### src/rtl/vpu_sram_rd_arbiter_pkg.sv
// Shared SRAM geometry for the VPU operand read path, plus a small width helper.
package vpu_sram_rd_arbiter_pkg;

    localparam int unsigned SRAM_BANK_CNT_LG2   = 2;
    localparam int unsigned SRAM_BANK_DEPTH_LG2 = 8;
    localparam int unsigned SRAM_DATA_WIDTH     = 256;
    localparam int unsigned SRAM_RD_LAT         = 1;
    localparam int unsigned SRAM_BANK_CNT       = 1 << SRAM_BANK_CNT_LG2;

    // Index width for a vector of n entries; never narrower than one bit.
    function automatic int unsigned idx_width(input int unsigned n);
        return (n > 1) ? $clog2(n) : 1;
    endfunction

endpackage

### src/rtl/vpu_rr_arbiter.sv
// Round-robin arbiter: the winner is the first requester above the last winner, wrapping.
module vpu_rr_arbiter
    import vpu_sram_rd_arbiter_pkg::*;
#(
    parameter int unsigned NUM_REQ = 3,
    localparam int unsigned IDX_W  = idx_width(NUM_REQ)
) (
    input  logic               clk,
    input  logic               rst_n,
    input  logic [NUM_REQ-1:0] req,
    output logic [NUM_REQ-1:0] grant,
    output logic [IDX_W-1:0]   grant_idx
);

    logic [IDX_W-1:0] ptr;
    logic             any_grant;

    // Scan upward from ptr+1; the first live request wins.
    always_comb begin
        int unsigned idx;
        grant     = '0;
        grant_idx = '0;
        any_grant = 1'b0;
        idx       = 0;
        for (int unsigned k = 1; k <= NUM_REQ; k++) begin
            idx = (32'(ptr) + k) % NUM_REQ;
            if (!any_grant && req[IDX_W'(idx)]) begin
                any_grant             = 1'b1;
                grant[IDX_W'(idx)]    = 1'b1;
                grant_idx             = IDX_W'(idx);
            end
        end
    end

    // Reset to the top index so requester 0 is favoured first.
    always_ff @(posedge clk) begin
        if (!rst_n) begin
            ptr <= IDX_W'(NUM_REQ - 1);
        end else if (any_grant) begin
            ptr <= grant_idx;
        end
    end

endmodule

### src/rtl/vpu_sram_rd_arbiter.sv
// Banked operand SRAM read arbiter: per-bank round-robin grant, bank drive,
// and a fixed-latency return path that steers bank data back to its requester.
module vpu_sram_rd_arbiter
    import vpu_sram_rd_arbiter_pkg::*;
#(
    parameter int unsigned NUM_REQ        = 3,
    parameter int unsigned BANK_CNT_LG2   = SRAM_BANK_CNT_LG2,
    parameter int unsigned BANK_DEPTH_LG2 = SRAM_BANK_DEPTH_LG2,
    parameter int unsigned DATA_WIDTH     = SRAM_DATA_WIDTH,
    parameter int unsigned RD_LAT         = SRAM_RD_LAT,
    localparam int unsigned BANK_CNT      = 1 << BANK_CNT_LG2,
    localparam int unsigned IDX_W         = idx_width(NUM_REQ)
) (
    input  logic                               clk,
    input  logic                               rst_n,
    input  logic [NUM_REQ-1:0]                 req_i,
    input  logic [NUM_REQ*BANK_CNT_LG2-1:0]    rid_i,
    input  logic [NUM_REQ*BANK_DEPTH_LG2-1:0]  addr_i,
    output logic [NUM_REQ-1:0]                 ack_o,
    output logic [NUM_REQ-1:0]                 rvalid_o,
    output logic [NUM_REQ*DATA_WIDTH-1:0]      rdata_o,
    output logic [BANK_CNT-1:0]                bank_reb_o,
    output logic [BANK_CNT*BANK_DEPTH_LG2-1:0] bank_addr_o,
    input  logic [BANK_CNT*DATA_WIDTH-1:0]     bank_rdata_i
);

    logic [BANK_CNT_LG2-1:0]   rid_a        [NUM_REQ];
    logic [BANK_DEPTH_LG2-1:0] addr_a       [NUM_REQ];
    logic [DATA_WIDTH-1:0]     bank_rdata_a [BANK_CNT];
    logic [NUM_REQ-1:0]        bank_gnt     [BANK_CNT];

    logic                      pipe_vld     [NUM_REQ][RD_LAT];
    logic [BANK_CNT_LG2-1:0]   pipe_bank    [NUM_REQ][RD_LAT];

    for (genvar i = 0; i < NUM_REQ; i++) begin : g_req
        assign rid_a[i]  = rid_i[i*BANK_CNT_LG2 +: BANK_CNT_LG2];
        assign addr_a[i] = addr_i[i*BANK_DEPTH_LG2 +: BANK_DEPTH_LG2];
    end

    for (genvar b = 0; b < BANK_CNT; b++) begin : g_bank
        logic [NUM_REQ-1:0] req_v;
        logic [NUM_REQ-1:0] gnt_v;
        logic [IDX_W-1:0]   gnt_idx;

        // Only requesters addressing this bank compete; nothing competes under reset.
        always_comb begin
            req_v = '0;
            for (int unsigned i = 0; i < NUM_REQ; i++) begin
                req_v[i] = rst_n & req_i[i] & (rid_a[i] == BANK_CNT_LG2'(b));
            end
        end

        vpu_rr_arbiter #(
            .NUM_REQ   (NUM_REQ)
        ) u_arb (
            .clk       (clk),
            .rst_n     (rst_n),
            .req       (req_v),
            .grant     (gnt_v),
            .grant_idx (gnt_idx)
        );

        assign bank_gnt[b]                                      = gnt_v;
        assign bank_rdata_a[b]                                  = bank_rdata_i[b*DATA_WIDTH +: DATA_WIDTH];
        assign bank_reb_o[b]                                    = ~|gnt_v;
        assign bank_addr_o[b*BANK_DEPTH_LG2 +: BANK_DEPTH_LG2]  = (|gnt_v) ? addr_a[gnt_idx] : '0;
    end

    // A requester targets a single bank, so OR-ing the per-bank grants keeps ack one-hot per bank.
    always_comb begin
        ack_o = '0;
        for (int unsigned b = 0; b < BANK_CNT; b++) begin
            ack_o = ack_o | bank_gnt[b];
        end
    end

    // Per-requester {valid, bank} delay line matching the SRAM read latency.
    always_ff @(posedge clk) begin
        if (!rst_n) begin
            for (int unsigned i = 0; i < NUM_REQ; i++) begin
                for (int unsigned s = 0; s < RD_LAT; s++) begin
                    pipe_vld[i][s]  <= 1'b0;
                    pipe_bank[i][s] <= '0;
                end
            end
        end else begin
            for (int unsigned i = 0; i < NUM_REQ; i++) begin
                pipe_vld[i][0]  <= ack_o[i];
                pipe_bank[i][0] <= rid_a[i];
                for (int unsigned s = 1; s < RD_LAT; s++) begin
                    pipe_vld[i][s]  <= pipe_vld[i][s-1];
                    pipe_bank[i][s] <= pipe_bank[i][s-1];
                end
            end
        end
    end

    // Steer the recorded bank's data to the requester; zero whenever not valid.
    always_comb begin
        rvalid_o = '0;
        rdata_o  = '0;
        for (int unsigned i = 0; i < NUM_REQ; i++) begin
            if (rst_n && pipe_vld[i][RD_LAT-1]) begin
                rvalid_o[i]                          = 1'b1;
                rdata_o[i*DATA_WIDTH +: DATA_WIDTH]  = bank_rdata_a[pipe_bank[i][RD_LAT-1]];
            end
        end
    end

endmodule
### config.mk
export PLATFORM = sky130hd
export DESIGN_NAME = vpu_sram_rd_arbiter
export DESIGN_NICKNAME = d
export VERILOG_FILES = /design/src/rtl/vpu_sram_rd_arbiter_pkg.sv /design/src/rtl/vpu_rr_arbiter.sv /design/src/rtl/vpu_sram_rd_arbiter.sv
export SDC_FILE = /design/constraint.sdc
export NUM_CORES = 1
export LEC_CHECK = 0
export CORE_AREA = 2 2 723 725
export CTS_CLUSTER_SIZE = 25
export DETAILED_ROUTE_END_ITERATION = 8
export DIE_AREA = 0 0 725 727
export PLACE_DENSITY = 0.3
export SYNTH_ARGS = -nofsm -noshare
export SYNTH_HDL_FRONTEND = slang
export SYNTH_SLANG_ARGS = --single-unit
export TNS_END_PERCENT = 50
### constraint.sdc
create_clock -name clk -period 3.44 [get_ports clk]
set_input_delay 0.688 -clock clk [delete_from_list [all_inputs] [get_ports clk]]
set_output_delay 0.688 -clock clk [all_outputs]
set_load 0.02 [all_outputs]
* Word level (Yosys, flattened, before mapping) *
Memory sizes are Yosys's and may differ from the RTL's.
Cells that the tools add are included.

operators by class
  add/subtract/negate cells = 12
  div/mod/pow operators = 12
  order comparisons = 31
  equality and inequality tests = 9
  muxes and demuxes = 123
  bitwise operators = 39
  reduce and logical (&&, ||, !) cells = 42

operator list
  kind                                                 number
  2-to-1 mux 256 bit                                   9
  binary-select mux 256 bit (select 2 bit)             3
  modulo 32 x 2 -> 32 bit, second input constant       12
  2-to-1 mux 8 bit                                     12
  binary-select mux 8 bit (select 2 bit)               4
  2-to-1 mux 1 bit                                     44
  < comparator 2 x 3 -> 1 bit, second input constant   12
  2-to-1 mux 3 bit                                     12
  OR 3 bit                                             11
  2-to-1 mux 2 bit                                     15
  adder 2 x 2 -> 3 bit, second input constant          8
  binary-select mux 1 bit (select 2 bit)               12
  demux 1 bit (select 2 bit)                           12
  >= comparator 2 x 1 -> 1 bit, second input constant  12
  logical AND 1 bit                                    23
  >= comparator 3 bit, second input constant           7
  NOT 2 -> 3 bit                                       7
  bitwise AND 1 bit                                    15
  adder 2 x 1 -> 3 bit, second input constant          4
  == test 2 bit, second input constant                 6
  logical NOT 1 bit                                    12
  OR reduction 3 bit                                   4
  == test 2 x 1 -> 1 bit, second input constant        3
  logical NOT 2 bit                                    3
  OR 1 bit                                             6

word-level totals
  flip-flop bits (word level) = 8
  bits in writable memories = 9
  bits of input ports = 1,059
  output and inout port bits = 810
  word-level logic and storage cells = 274
  memories kept = 2

memories
  name       depth  width  rd ports  clocked after memory_dff  write ports  RTL line                   text
  pipe_bank  3      2      3         0                         3            vpu_sram_rd_arbiter.sv:33  logic [BANK_CNT_LG2-1:0] pipe_bank [NUM_REQ][RD_LAT];
  pipe_vld   3      1      3         0                         3            vpu_sram_rd_arbiter.sv:32  logic pipe_vld [NUM_REQ][RD_LAT];

* Logic depth before layout (Yosys ltp) *
  depth in word-level cells = 16
  gate-level depth with buffers = 10
  gate-level depth less buffers = 8

* Cells and area by module *
Synthesis repeated with hierarchy kept, for this count alone.

second synthesis, totals
  cell total of the unflattened synthesis = 3,013
  area total of the unflattened synthesis = 25,255.5 um^2

modules (own cells, without submodules)
  module               times used  cells an instance  area an instance (um^2)  seq. area each (um^2)
  vpu_sram_rd_arbiter  1           2,837              23,814.1                 180.2
  vpu_rr_arbiter       4           44                 360.3                    40.0

* Worst setup path before layout *
No wires, ideal clock.

  path type = in2out
  from = in rid_i[5]
  to = out bank_addr_o[10]
  data arrival time = 2.663 ns
  required time = 2.752 ns
  slack = 0.089 ns
  stages = 7
  path buffers = 1
  cells stage by stage = buf_2 > nand4b_1 > and4_1 > o22a_1 > a21o_1 > a2111oi_4 > a211oi_1

on the way
  longest elaborated chain between the ends = 16
  elaborated cells between the ends (all ways) = 28
  those cells by class = 1 x eq/ne; 18 x mux; 4 x bitwise; 5 x reduce/logical

ends and longest elaborated chain
  element                                              RTL line                   text
  start: declaration                                   vpu_sram_rd_arbiter.sv:17  input logic [NUM_REQ*BANK_CNT_LG2-1:0] rid_i,
  == test 2 x 1 -> 1 bit (*)                           vpu_sram_rd_arbiter.sv:49  req_v[i] = rst_n & req_i[i] & (rid_a[i] == BANK_CNT_LG2'(b));
  bitwise AND 1 bit (*)                                vpu_sram_rd_arbiter.sv:49
  binary-select mux 1 bit (select 2 bit)               vpu_rr_arbiter.sv:27       if (!any_grant && req[IDX_W'(idx)]) begin
  2-to-1 mux 1 bit (not written as such)               vpu_rr_arbiter.sv:27
  2-to-1 mux 1 bit                                     vpu_rr_arbiter.sv:27
  logical NOT 1 bit                                    vpu_rr_arbiter.sv:27
  logical AND 1 bit                                    vpu_rr_arbiter.sv:27
  2-to-1 mux 1 bit                                     vpu_rr_arbiter.sv:27
  logical NOT 1 bit                                    vpu_rr_arbiter.sv:27
  logical AND 1 bit                                    vpu_rr_arbiter.sv:27
  2-to-1 mux 2 bit                                     vpu_rr_arbiter.sv:27
  NOT 2 -> 3 bit (not written as such)                 vpu_sram_rd_arbiter.sv:66  assign bank_addr_o[b*BANK_DEPTH_LG2 +: BANK_DEPTH_LG2] = (|gnt_v) ? addr_a[gnt_idx] : '0;
  binary-select mux 8 bit (select 2 bit)               vpu_sram_rd_arbiter.sv:66
  2-to-1 mux 8 bit (not written as such) (2 in a row)  vpu_sram_rd_arbiter.sv:66
  2-to-1 mux 8 bit (*)                                 vpu_sram_rd_arbiter.sv:66
  end: declaration                                     vpu_sram_rd_arbiter.sv:23  output logic [BANK_CNT*BANK_DEPTH_LG2-1:0] bank_addr_o,

Mark *: on every way between the ends. The rest lies on a longest branch, timed or not. The select of a mux whose other input is x is not followed.

* Worst setup path after layout *
  from = in rid_i[5]
  to = out bank_addr_o[11]

Same word-level chain as after synthesis.

==> results.yml <==
outcome:
  outcome: "finished, violations left"
  violations: "negative setup slack"
route:
  drt_iter0_markers: 2643
  ant_nets: 0
  first_pass_iters: 7
  vias: 35178
  wl_per_cell_um: 40.0
  drc: 0
  via_per_inst: 3.09
  routed_wirelength_um: 455000
die:
  io_pins: 1869
  core-area_mm2: 0.519
  die_w_um: 725
  start_util_pct: 5.05
  dieArea_mm2: 0.527
  num_rows: 265
  die_h_um: 727
sta:
  fin_ws_ns: -0.197
  grt_setup_unrepaired: "true"
  layout_min_cycle_time_ns: 3.64
  skew_ns: 0.00513
  fmax_mhz: 275
  report.final.slew_viol_count: 0
  setup_viol: 27
  finalCritPeriodShare_pct: 106
  hold_viol: 0
  slew-limit-headroom_pct: 53.5
  worstMarginPinSlew_ns: 0.698
placement:
  port-buffer-count: 1868
  post-dp-hpwl_um: 417000
  finalWeightedCongestion: 0.989
  dp_worst_setup_slack_ns: -1.22
final_layout:
  layout_common_cells: "clkdlybuf4s50_1, mux4_2, and2_1"
  drive_above_1_share_pct: 49.6
  layout_commonest_cell: "clkdlybuf4s50_1"
  nets: 5460
  syn2layout_area_growth_pct: 149
critical_path:
  cp_data_arrival_time_ns: 2.95
  worstPathMaxFanout: 5
  start_kind: "input pin"
  worstSetupEndpointType: "output pin"
  reg2reg_depth: 11
  r2r_start: "g_bank[0].u_arb.ptr[0]"
  cp.required_ns: 2.75
  r2r_slack_ns: 1.13
  regToRegEndpoint: "pipe_vld[0][1]"
  path_class: "input pin to output pin"
power_and_ir_drop:
  p_seq_share_pct: 1.6
  power_leakage_uw: 0.0221
  p_per_area_mw_per_mm2: 223
  swShare_pct: 50.8
  p_total_uw: 14500
  comb_power_share_pct: 96.3
  p_int_uw: 7160
  power.net_switching_uw: 7390
  power.clock.fraction_pct: 2.0
  peakVddDrop_uv: 150
yosys:
  synth-edff-count: 0
  syn_area_mm2: 0.0262
  ys_warn_count: 0
  ys_seq_elements: 17
  synth_top_flop_cell: "dfxtp_1"
  synth.net_count: 3296
  avgSynthCellArea_um2: 11.8
  netlist_instances: 2221
  yosysSeqAreaShare_pct: 1.30
  ys_async_sr_fraction_pct: 0
  yosysUniqueCellTypes: 69
clock_network:
  clk_latency_ns: 0.28
  clock_path_buffers: 2
  cts_buffers: 3
  htreeDepth: 1
  cts.sinks: 17
  path_clk_slew_ns: 0.08
  tritoncts: "done"
  cts-root-buf: "clkbuf_16"
worst_hold_path:
  holdPathEnd: "g_bank[3].u_arb.ptr[0]"
  worstHoldPathCells: 3
  hp-start: "g_bank[3].u_arb.ptr[0]"
  hold_path_class: "flop to flop"
grt:
  grt_max_degree: 42
  antenna_found_initial: 323
  grt.overflow.total: 0
  grt_pass1_wl_um: 546000
  grt_pass1_vias: 36030
  grtUsageTotal_pct: 16.6
flow_run:
  maxCapViolCount: 0
## layout make-up
cell class	instances	area, um2
Fill cell	58719	454000
Timing Repair Buffer	2454	30700
Clock inverter	1	5.00
Multi-Input combinational cell	1892	25300
Antenna cell	46	115
Inverter	17	73.8
Sequential cell	17	365
Clock buffer	3	75.1
Tap cell	6942	8690
## power groups by stage
stage | Sequential [uW] | Combinational (uW) | Clock (uW)
4_1_cts | 237 | 14300 | 312
5_1_grt | 240 | 14600 | 314
2_1_floorplan | 230 | 4150 | 0
6_report | 237 | 14000 | 295
3_3_place_gp | 241 | 13900 | 0
3_5_place_dp | 241 | 13800 | 0
## worst max-delay path: stages
cell and delay (ns):
buf_8 0.10, buf_6 0.10, buf_6 0.10, nand4b_1 0.30, mux2i_2 0.27, o211ai_1 0.19
or2_1 0.30, a2111oi_4 0.30, buf_6 0.19, buf_12 0.15, a211oi_2 0.05, buf_4 0.17
## through the flow
step / TNS (ns) / hold WS, ns / instances / area [um2] / utilization, %
after floorplan: 0 / 0.466 / 2221 / 26200 / -
after global placement: -144.32 / 0.591 / 11268 / 63700 / 12.3
after detailed placement: -139.02 / 0.590 / 11268 / 63700 / 12.3
after CTS: -4.21 / 0.601 / 11326 / 65000 / 12.5
after global routing: -6.64 / 0.654 / 11334 / 65200 / 12.6
final: -2.71 / 0.597 / 11372 / 65300 / 12.6
## repair_timing
action / CTS / global route
hold buffers: 0 / 0
pin swaps: 53 / 27
resized for setup: 470 / 60
gates cloned: 7 / 1
setup buffers: 54 / 9
setup endpoints to repair: 634 / 63
## state kept, by name (all words and copies together), names as in the netlist
| signal | cells |
|---|---|
| pipe_vld | 3 |
| g_bank.u_arb.ptr | 8 |
| pipe_bank | 6 |
## Yosys cell counts, types with 4 or more instances
library cell	number	area share, %
and2_1	775	18
mux4_2	768	66
clkbuf_1	211	3.0
buf_1	67	0.96
nand2_1	41	0.59
mux2i_1	35	1.3
nor2_1	30	0.43
a21oi_1	25	0.48
o21ai_0	22	0.42
o211a_1	18	0.69
a211oi_1	17	0.49
dfxtp_1	17	1.3
inv_1	17	0.24
ha_1	16	0.76
buf_2	14	0.27
nand3_1	12	0.23
o211ai_1	9	0.26
nand4_1	8	0.19
nand4b_1	8	0.27
nor3_1	7	0.13
maj3_1	6	0.23
and4_1	5	0.17
a21o_1	4	0.11
and4b_1	4	0.15
nor4_1	4	0.095
o22ai_1	4	0.095
or3_1	4	0.095
or4_1	4	0.11
## metal layers
| metal | vias to the layer above | global-route usage [%] | part of all wire [%] |
|---|---|---|---|
| met3 | 508 | 4.60 | 7.5 |
| met1 | 18813 | 21.4 | 43 |
| li1 | 13497 | - | - |
| met4 | 90 | 2.30 | 2.0 |
| met2 | 2270 | 28.0 | 47 |
| met5 | - | 0 | 0.13 |
## how the worst max path moves through the flow
stage / startpoint / depth (start not counted) / to
after detailed placement: rst_n / 14 / bank_addr_o[3]
final: rid_i[5] / 12 / bank_addr_o[11]
after floorplan: rid_i[5] / 7 / bank_addr_o[10]
after CTS: rid_i[5] / 12 / bank_addr_o[9]
after global placement: rst_n / 14 / bank_addr_o[3]
after global routing: rid_i[5] / 12 / bank_addr_o[11]
## cells by family (layout without fill, tap and decap cells)
family / count (synthesis) / in the layout / synth area share (%)
multiplexers: 803 / 803 / 67.3
flip-flops: 17 / 17 / 1.30
AND/OR/NAND/NOR: 934 / 934 / 22.1
AO/OA/AOI/OAI: 133 / 133 / 3.75
buffers and inverters: 312 / 2475 / 4.59
adder cells (fa/ha/maj): 22 / 22 / 0.992
other: 0 / 46 / 0
(Power assumes the default switching activity.)
